### src/rtl/exception_controller_pkg.sv
// Shared types for the exception controller: FSM states, cause codes and
// the set of legal opcodes (opcode = instr[15:12]).
package exc_pkg;

  typedef enum logic [2:0] {
    RUN     = 3'd0,
    FLUSH   = 3'd1,
    VECTOR  = 3'd2,
    HANDLER = 3'd3,
    HALT    = 3'd4
  } state_t;

  typedef enum logic [1:0] {
    CAUSE_NONE    = 2'd0,
    CAUSE_ILLEGAL = 2'd1,
    CAUSE_OVF     = 2'd2,
    CAUSE_DOUBLE  = 2'd3
  } cause_t;

  localparam logic [3:0] OP_LEGAL_0 = 4'h0;
  localparam logic [3:0] OP_LEGAL_4 = 4'h4;
  localparam logic [3:0] OP_LEGAL_5 = 4'h5;
  localparam logic [3:0] OP_LEGAL_6 = 4'h6;
  localparam logic [3:0] OP_LEGAL_8 = 4'h8;
  localparam logic [3:0] OP_LEGAL_B = 4'hB;
  localparam logic [3:0] OP_LEGAL_C = 4'hC;
  localparam logic [3:0] OP_LEGAL_F = 4'hF;

endpackage

### src/rtl/exception_controller_if.sv
// Datapath <-> exception controller signal bundle.
// With EXC_OVF_MASK_EN defined, an extra ovf_mask input is carried.
interface exception_controller_if #(
  parameter int PC_W  = 16,
  parameter int CNT_W = 8
);
  logic             instr_valid;
  logic [15:0]      instr;
  logic [PC_W-1:0]  instr_pc;
  logic             overflow;
  logic             eret_req;
`ifdef EXC_OVF_MASK_EN
  logic             ovf_mask;
`endif
  logic             stall;
  logic             flush;
  logic             pc_load;
  logic [PC_W-1:0]  pc_load_addr;
  logic [PC_W-1:0]  epc;
  logic [1:0]       cause;
  logic             exc_active;
  logic             halt;
  logic [CNT_W-1:0] exc_count;

  modport master (
`ifdef EXC_OVF_MASK_EN
    output ovf_mask,
`endif
    output instr_valid, instr, instr_pc, overflow, eret_req,
    input  stall, flush, pc_load, pc_load_addr, epc, cause,
    input  exc_active, halt, exc_count
  );

  modport slave (
`ifdef EXC_OVF_MASK_EN
    input  ovf_mask,
`endif
    input  instr_valid, instr, instr_pc, overflow, eret_req,
    output stall, flush, pc_load, pc_load_addr, epc, cause,
    output exc_active, halt, exc_count
  );
endinterface

### src/rtl/exception_controller_opcode_legal_check.sv
// Combinational legal-opcode decoder for the 4-bit major opcode.
module opcode_legal_check
  import exc_pkg::*;
(
  input  logic [3:0] opcode,
  output logic       legal
);

  always_comb begin
    legal = 1'b0;
    case (opcode)
      OP_LEGAL_0, OP_LEGAL_4, OP_LEGAL_5, OP_LEGAL_6,
      OP_LEGAL_8, OP_LEGAL_B, OP_LEGAL_C, OP_LEGAL_F: legal = 1'b1;
      default:                                        legal = 1'b0;
    endcase
  end

endmodule

### src/rtl/exception_controller.sv
// Exception sequencer: detect illegal opcode / overflow, flush, vector to the
// handler, return on eret, halt on double fault. Optional macro: EXC_OVF_MASK_EN.
module exception_controller
  import exc_pkg::*;
#(
  parameter int              PC_W        = 16,
  parameter logic [PC_W-1:0] VECTOR_ADDR = 16'hFFF0,
  parameter int              CNT_W       = 8
) (
  input  logic                   clk,
  input  logic                   rst,
  exception_controller_if.slave  bus
);

  function automatic logic [CNT_W-1:0] sat_inc(input logic [CNT_W-1:0] v);
    return (&v) ? v : v + CNT_W'(1);
  endfunction

  state_t           state_q, state_nx;
  logic [PC_W-1:0]  epc_q, epc_nx;
  cause_t           cause_q, cause_nx;
  logic [CNT_W-1:0] cnt_q, cnt_nx;

  logic legal;
  logic ovf_en;
  logic fault_ill, fault_ovf, fault;

  opcode_legal_check u_legal (
    .opcode (bus.instr[15:12]),
    .legal  (legal)
  );

`ifdef EXC_OVF_MASK_EN
  assign ovf_en = ~bus.ovf_mask;
`else
  assign ovf_en = 1'b1;
`endif

  // Illegal opcode wins, so overflow is only reported for legal opcodes.
  assign fault_ill = bus.instr_valid & ~legal;
  assign fault_ovf = bus.instr_valid &  legal & bus.overflow & ovf_en;
  assign fault     = fault_ill | fault_ovf;

  always_comb begin
    state_nx         = state_q;
    epc_nx           = epc_q;
    cause_nx         = cause_q;
    cnt_nx           = cnt_q;
    bus.stall        = 1'b0;
    bus.flush        = 1'b0;
    bus.pc_load      = 1'b0;
    bus.pc_load_addr = '0;
    bus.exc_active   = 1'b0;
    bus.halt         = 1'b0;
    case (state_q)
      RUN: begin
        if (fault) begin
          epc_nx   = bus.instr_pc;
          cause_nx = fault_ill ? CAUSE_ILLEGAL : CAUSE_OVF;
          cnt_nx   = sat_inc(cnt_q);
          state_nx = FLUSH;
        end
      end
      FLUSH: begin
        bus.stall = 1'b1;
        bus.flush = 1'b1;
        state_nx  = VECTOR;
      end
      VECTOR: begin
        bus.stall        = 1'b1;
        bus.pc_load      = 1'b1;
        bus.pc_load_addr = VECTOR_ADDR;
        state_nx         = HANDLER;
      end
      HANDLER: begin
        bus.exc_active = 1'b1;
        // A fault in the handler outranks a same-cycle eret.
        if (fault) begin
          cause_nx = CAUSE_DOUBLE;
          cnt_nx   = sat_inc(cnt_q);
          state_nx = HALT;
        end else if (bus.eret_req && bus.instr_valid) begin
          bus.pc_load      = 1'b1;
          bus.pc_load_addr = epc_q + PC_W'(1);
          cause_nx         = CAUSE_NONE;
          state_nx         = RUN;
        end
      end
      HALT: begin
        bus.halt  = 1'b1;
        bus.stall = 1'b1;
      end
      default: state_nx = RUN;
    endcase
  end

  always_ff @(posedge clk) begin
    if (rst) begin
      state_q <= RUN;
      epc_q   <= '0;
      cause_q <= CAUSE_NONE;
      cnt_q   <= '0;
    end else begin
      state_q <= state_nx;
      epc_q   <= epc_nx;
      cause_q <= cause_nx;
      cnt_q   <= cnt_nx;
    end
  end

  assign bus.epc       = epc_q;
  assign bus.cause     = cause_q;
  assign bus.exc_count = cnt_q;

endmodule

### src/flat_wrapper.sv
// flat-port wrapper written by rule: the top's interface ports become plain ports
module exception_controller_flat import exc_pkg::*;
#(
  parameter int              PC_W        = 16,
  parameter logic [PC_W-1:0] VECTOR_ADDR = 16'hFFF0,
  parameter int              CNT_W       = 8
)
  (clk, rst, bus_instr_valid, bus_instr, bus_instr_pc, bus_overflow, bus_eret_req, bus_stall, bus_flush, bus_pc_load, bus_pc_load_addr, bus_epc, bus_cause, bus_exc_active, bus_halt, bus_exc_count);
  exception_controller_if #(.PC_W(PC_W), .CNT_W(CNT_W)) bus_i ();
  input  logic clk;
  input  logic rst;
  input wire logic [$bits(bus_i.instr_valid)-1:0] bus_instr_valid;
  input wire logic [$bits(bus_i.instr)-1:0] bus_instr;
  input wire logic [$bits(bus_i.instr_pc)-1:0] bus_instr_pc;
  input wire logic [$bits(bus_i.overflow)-1:0] bus_overflow;
  input wire logic [$bits(bus_i.eret_req)-1:0] bus_eret_req;
  output wire logic [$bits(bus_i.stall)-1:0] bus_stall;
  output wire logic [$bits(bus_i.flush)-1:0] bus_flush;
  output wire logic [$bits(bus_i.pc_load)-1:0] bus_pc_load;
  output wire logic [$bits(bus_i.pc_load_addr)-1:0] bus_pc_load_addr;
  output wire logic [$bits(bus_i.epc)-1:0] bus_epc;
  output wire logic [$bits(bus_i.cause)-1:0] bus_cause;
  output wire logic [$bits(bus_i.exc_active)-1:0] bus_exc_active;
  output wire logic [$bits(bus_i.halt)-1:0] bus_halt;
  output wire logic [$bits(bus_i.exc_count)-1:0] bus_exc_count;
  assign bus_i.instr_valid = bus_instr_valid;
  assign bus_i.instr = bus_instr;
  assign bus_i.instr_pc = bus_instr_pc;
  assign bus_i.overflow = bus_overflow;
  assign bus_i.eret_req = bus_eret_req;
  assign bus_stall = bus_i.stall;
  assign bus_flush = bus_i.flush;
  assign bus_pc_load = bus_i.pc_load;
  assign bus_pc_load_addr = bus_i.pc_load_addr;
  assign bus_epc = bus_i.epc;
  assign bus_cause = bus_i.cause;
  assign bus_exc_active = bus_i.exc_active;
  assign bus_halt = bus_i.halt;
  assign bus_exc_count = bus_i.exc_count;
  exception_controller #(.PC_W(PC_W), .VECTOR_ADDR(VECTOR_ADDR), .CNT_W(CNT_W)) u_core (.clk(clk), .rst(rst), .bus(bus_i));
endmodule
### config.mk
export PLATFORM = sky130hd
export DESIGN_NAME = exception_controller_flat
export DESIGN_NICKNAME = d
export VERILOG_FILES = /design/src/rtl/exception_controller_pkg.sv /design/src/rtl/exception_controller_if.sv /design/src/rtl/exception_controller_opcode_legal_check.sv /design/src/rtl/exception_controller.sv /design/src/flat_wrapper.sv
export SDC_FILE = /design/constraint.sdc
export NUM_CORES = 1
export LEC_CHECK = 0
export CORE_MARGIN = 4
export CORE_UTILIZATION = 30
export CTS_BUF_LIST = sky130_fd_sc_hd__clkbuf_8
export DETAILED_ROUTE_END_ITERATION = 8
export PLACE_DENSITY = 0.67
export SETUP_SLACK_MARGIN = 0.15
export SLEW_MARGIN = 20
export SYNTH_ARGS = -nofsm -noshare
export SYNTH_HDL_FRONTEND = slang
export SYNTH_SLANG_ARGS = --single-unit
### constraint.sdc
create_clock -name clk -period 5.52 [get_ports clk]
set_input_delay 0.828 -clock clk [delete_from_list [all_inputs] [get_ports clk]]
set_output_delay 0.828 -clock clk [all_outputs]
set_load 0.005 [all_outputs]
## Word-level counts from Yosys, hierarchy flattened

Memory sizes are Yosys's and may differ from the RTL's.
Cells that the tools add are included.

| word-level totals | value |
|---|---|
| memories kept | 1 |
| latch bits | 0 |
| output and inout port bits | 47 |
| logic and storage cells | 49 |
| memory bits (read-only) | 16 |
| register bits | 29 |
| RAM bits | 0 |

Memories:

| memory | depth | bits a word | read ports | clocked after Yosys merged registers in | wr ports | RTL line | RTL |
|---|---|---|---|---|---|---|---|
| (name not given) | 16 | 1 | 1 | 0 | 0 | exception_controller_opcode_legal_check.sv:11 | `case (opcode)` |

| operators by class | value |
|---|---|
| div/mod/pow operators | 0 |
| bitwise logic cells | 7 |
| multiplexer cells | 19 |
| reductions and logical operators | 10 |
| order comparisons | 0 |
| equal/unequal tests | 6 |
| shifts and indexed selects | 0 |
| multiply operators | 0 |
| add/sub/neg operators | 2 |

Operator list:

| operator | number |
|---|---|
| $mux W16 | 2 |
| $pmux W16 S2 | 1 |
| $add A16 B1 Y16 const B | 1 |
| $pmux W3 S5 | 1 |
| $mux W3 | 3 |
| $reduce_and A3 Y1 | 3 |
| $add A8 B1 Y8 const B | 1 |
| $mux W2 | 4 |
| $reduce_and A8 Y1 | 1 |
| $eq A3 B2 Y1 const B | 2 |
| $mux W1 | 6 |
| $pmux W2 S2 | 1 |
| $and A1 B1 Y1 | 3 |
| $eq A3 B1 Y1 const B | 1 |
| $eq A3 B3 Y1 const B | 1 |
| $logic_not A3 Y1 | 1 |
| $ne A3 B1 Y1 const B | 1 |
| $not A1 Y1 | 3 |
| $reduce_or A3 Y1 | 1 |
| $ne A2 B1 Y1 const B | 1 |
| $pmux W1 S2 | 1 |
| $reduce_and A2 Y1 | 1 |
| $reduce_bool A2 Y1 | 1 |
| $reduce_or A2 Y1 | 1 |
| other kinds (2) | 2 |

## Depth between registers and ports, before layout

An unclocked memory read counts as a cell.

| depth | value |
|---|---|
| word-level depth | 6 |
| depth in mapped cells | 8 |
| depth with buffers taken out | 7 |

## Hierarchy

From an unflattened synthesis, not the netlist that was laid out.

| second synthesis, totals | value |
|---|---|
| cell total of the unflattened synthesis | 212 |
| area total of the unflattened synthesis | 1722.9 µm² |

By module, submodules not included:

| module | area an instance (µm²) | times used | seq. area each (µm²) | cells an instance |
|---|---|---|---|---|
| exception_controller | 1665.3 | 1 | 580.6 | 204 |
| opcode_legal_check | 57.6 | 1 | 0.0 | 8 |

## Worst setup path after synthesis

Ideal clock, no wire load.

| timing | value |
|---|---|
| kind | input to output |
| from | input bus_instr[12] |
| to | output bus_pc_load_addr[10] |
| data arrival time | 2133 ps |
| setup slack | 2559 ps |
| data required time | 4692 ps |
| stages | 7 |
| cell sequence | inv_1 ha_1 a21oi_1 o31a_4 nand3_1 buf_2 o21ai_1 |

| on the way | value |
|---|---|
| word-level cells in the longest chain between the ends | 6 |
| elaborated cells between the ends (all ways) | 8 |

RTL lines:

| element | RTL line | RTL |
|---|---|---|
| start, declared | flat_wrapper.sv:13 | `input wire logic [$bits(bus_i.instr)-1:0] bus_instr;` |
| $mem_v2 Z16 W1 (*) | - |  |
| $and A1 B1 Y1 / $not A1 Y1 (equally long branches) | exception_controller.sv:41, exception_controller.sv:40 |  |
| $and A1 B1 Y1, on equally long branches | exception_controller.sv:41, exception_controller.sv:40 |  |
| $or A1 B1 Y1 (*) | exception_controller.sv:42 | `assign fault = fault_ill \| fault_ovf;` |
| $mux W16 (*) | exception_controller.sv:78 | `if (fault) begin` |
| $pmux W16 S2 (*) | exception_controller.sv:55 | `case (state_q)` |
| end, declared | flat_wrapper.sv:20 | `output wire logic [$bits(bus_i.pc_load_addr)-1:0] bus_pc_load_addr;` |

Every way passes the cells marked *; elsewhere a longest branch is shown, timed or not.

## Worst setup path after layout

| timing | value |
|---|---|
| from | input bus_instr[12] |
| to | output bus_pc_load_addr[8] |

The elaborated chain is that of the path after synthesis.

==> metrics.cfg <==
[critical_path]
critPathMostFrequentCell = clkdlybuf4s50_1
regToRegEndpoint = u_core.bus.epc[12]
r2r_slack_ns = 3.81
cp_max_fo = 17
crit_type = input pin to primary output
reg2reg_depth = 4
cp.required_ns = 4.69
crit_arrival_ns = 3.57
worst_setup_path_start_kind = input pin
worst_setup_path_end_kind = primary output
slowest_delay_ns = 0.56
r2r_start = u_core.state_q[0]
cp_cell_sequence = clkdlybuf4s50_1 -> inv_1 -> ha_1 -> a21oi_1 -> o31a_4 -> nand3_1 -> o21ai_0 -> clkdlybuf4s50_1
worst_path_max_delay_cell = clkdlybuf4s50_1

[hold_path]
worstHoldEndpoint = u_core.bus.epc[15]
hp-start = u_core.bus.epc[15]
hp-class = register to register
hold_depth = 2

[cts]
ctsHoldBuffers = 0
cts_root_buffer = clkbuf_8
cts_tree = done
path_clk_slew_ns = 0.06
post_cts_buffers = 0
clock_path_buffers = 2
cts_resized = 0
numCtsBuffers = 5
worstSkewPairLatency_ns = 0.29
cts_num_sinks = 29
htree_levels = 2

[die]
dieHeight_um = 84.2
fp-row-count = 27
fp.dieW_um = 84.2
core_area_um2 = 5570
die_area_um2 = 7090
initial_core_util_pct = 31.3
io_pins = 84

[yosys]
yosys.area.top_type_share_pct = 33.3
avgSynthCellArea_um2 = 8.71
netlist_area_um2 = 1740
async_flop_share_pct = 0
synth_flop_cell = dfxtp_1
ys_seq_area_share_pct = 33.3
yosysUniqueCellTypes = 43
ys_ff_latch = 29
synth_warnings = 0
synth_edf_count = 0
synth_area_leaders = dfxtp_1, mux2i_1, nor2_1
synth.largest_area_cell = dfxtp_1
syn_nets = 241
syn_inst = 200

[power_and_ir_drop]
ir_worst_vdd_mv = 0.133
clkPwrFrac_pct = 37.4
p_int_uw = 452
p_sw_share_pct = 25.9
p_per_area_nw_per_um2 = 233
p_leak_nw = 1.03
switching_power_uw = 158
power_frac_comb_pct = 22.8
power_frac_seq_pct = 39.8

[cells_and_area]
nNetsFinal = 311
final_layout_size_suffix_gt1_share_pct = 8.49
syn_to_final_growth_pct = 50.0
antennaDiodeCount = 0

[detailed_routing]
drc = 0
via_per_inst = 4.80
route.vias.total = 1646
wl_mm = 4.55
drtPass1Iterations = 4
ant_nets = 0
drtIter0Drc = 66
wire_per_inst_um = 13.3

[sta]
fin_worst_skew_ns = 0.00841
period_share_pct = 79.7
post-route-worst-setup-slack_ns = 1.12
hold_viol = 0
relSlewSlack_pct = 60.7
setup_tns_ns = 0
post-route-min-period_ns = 4.40
drv_slew = 0
fmax_mhz = 227
rsz0062_at_grt = false
worst_pin_slew_ns = 0.588
setup_viol = 0

[place]
port_buffers = 71
place_congestion = 0.768
place_ws_ns = 1.12
dp_hpwl_mm = 3.39

[global_routing]
grt_first_pass_wirelength_mm = 7.67
antenna_found_initial = 0
first_global_vias = 1611
grt_max_degree = 30
grt_overflow_total = 0
grtUsageTotal_pct = 13.2

[flow_run]
max_cap_viol_count = 0

[outcome]
outcome = completed

## final cells by class
type	count	area, um2
repair buffers	71	706
clock inverters	2	33.8
multi-input cells	158	1100
fillers	568	2960
flip-flops and latches	29	581
well taps	72	90.1
clock buffers	6	82.6
inverters	5	18.8
## how the worst max path moves through the flow
stage	from	slack, ns	endpoint
floorplan	bus_instr[12]	2.56	bus_pc_load_addr[10]
global placement	bus_instr[12]	1.21	bus_pc_load_addr[15]
detailed placement	bus_instr[12]	1.12	bus_pc_load_addr[8]
CTS	bus_instr[12]	1.11	bus_pc_load_addr[8]
global route	bus_instr[12]	0.93	bus_pc_load_addr[15]
finish	bus_instr[12]	1.12	bus_pc_load_addr[8]
## worst max-delay path: cells and delay by family
family          cells  cell delay (ns)
compound gates      3             0.89
fa+ha+maj           1             0.30
buf+inv             3             1.09
simple gates        1             0.45
## layer usage
metal  track usage [%]  up-vias  part of all wire (%)
met5                 0        -                     0
met4              5.70        0                   1.9
met3              3.73       10                   6.4
met2              21.3       54                    46
met1              16.5      742                    46
li1                  -      840                     -
## logic make-up after synthesis
logic type               count (synthesis)  synth area share [%]
XOR/XNOR                                20                  10.1
flip-flops                              29                  33.3
multiplexers                            19                  11.0
adder cells (fa/ha/maj)                  4                  2.87
buffers and inverters                   13                  3.37
AND/OR/NAND/NOR                         89                  29.1
AO/OA/AOI/OAI                           26                  10.3
## power groups by stage
stage / sequential [mW] / clock, mW / combinational (mW)
CTS: 0.243 / 0.236 / 0.141
global placement: 0.247 / 0 / 0.140
detailed placement: 0.247 / 0 / 0.140
global route: 0.246 / 0.246 / 0.152
floorplan: 0.242 / 0 / 0.0699
finish: 0.242 / 0.228 / 0.139
## sequential cells by signal (all words and copies together) (netlist names)
name,count
u_core.bus.cause,2
u_core.bus.epc,16
u_core.state_q,3
u_core.bus.exc_count,8
## placed cells by master, fill, tap and decap left out, drive strengths merged, types with 2 or more instances in the layout
master	synthesis	routed
and2	3	3
and3	4	4
and4	3	3
nor4	5	5
dfxtp	29	29
clkdlybuf4s50	0	70
nor2b	4	4
ha	4	4
nand2	7	7
clkbuf	4	6
mux2i	18	18
inv	5	6
xnor2	9	9
o31ai	2	2
nand3	12	12
a21oi	5	5
xor2	11	11
nand4	6	6
nor3	2	2
o21ai	14	14
nor3b	2	2
nor2	37	37
## synthesized netlist by cell type, drive strengths merged (2+ instances only)
| master | count |
|---|---|
| dfxtp | 29 |
| ha | 4 |
| clkbuf | 4 |
| nor3b | 2 |
| mux2i | 18 |
| xnor2 | 9 |
| o21ai | 14 |
| a21oi | 5 |
| nor4 | 5 |
| nor3 | 2 |
| nor2 | 37 |
| xor2 | 11 |
| and4 | 3 |
| nor2b | 4 |
| buf | 4 |
| inv | 5 |
| and2 | 3 |
| nand4 | 6 |
| o31ai | 2 |
| nand2 | 7 |
| and3 | 4 |
| nand3 | 12 |
## through the flow
step	hold WS, ns	power, mW	util [%]	cell area, um2	std cells
finish	0.555	0.610	46.9	2620	343
global placement	0.539	0.386	44.9	2500	335
floorplan	0.529	0.312	-	1740	200
detailed placement	0.543	0.387	44.9	2500	335
CTS	0.563	0.620	47.0	2620	343
global route	0.599	0.643	46.9	2620	343
Note: power is estimated with default switching activity, not from simulation.
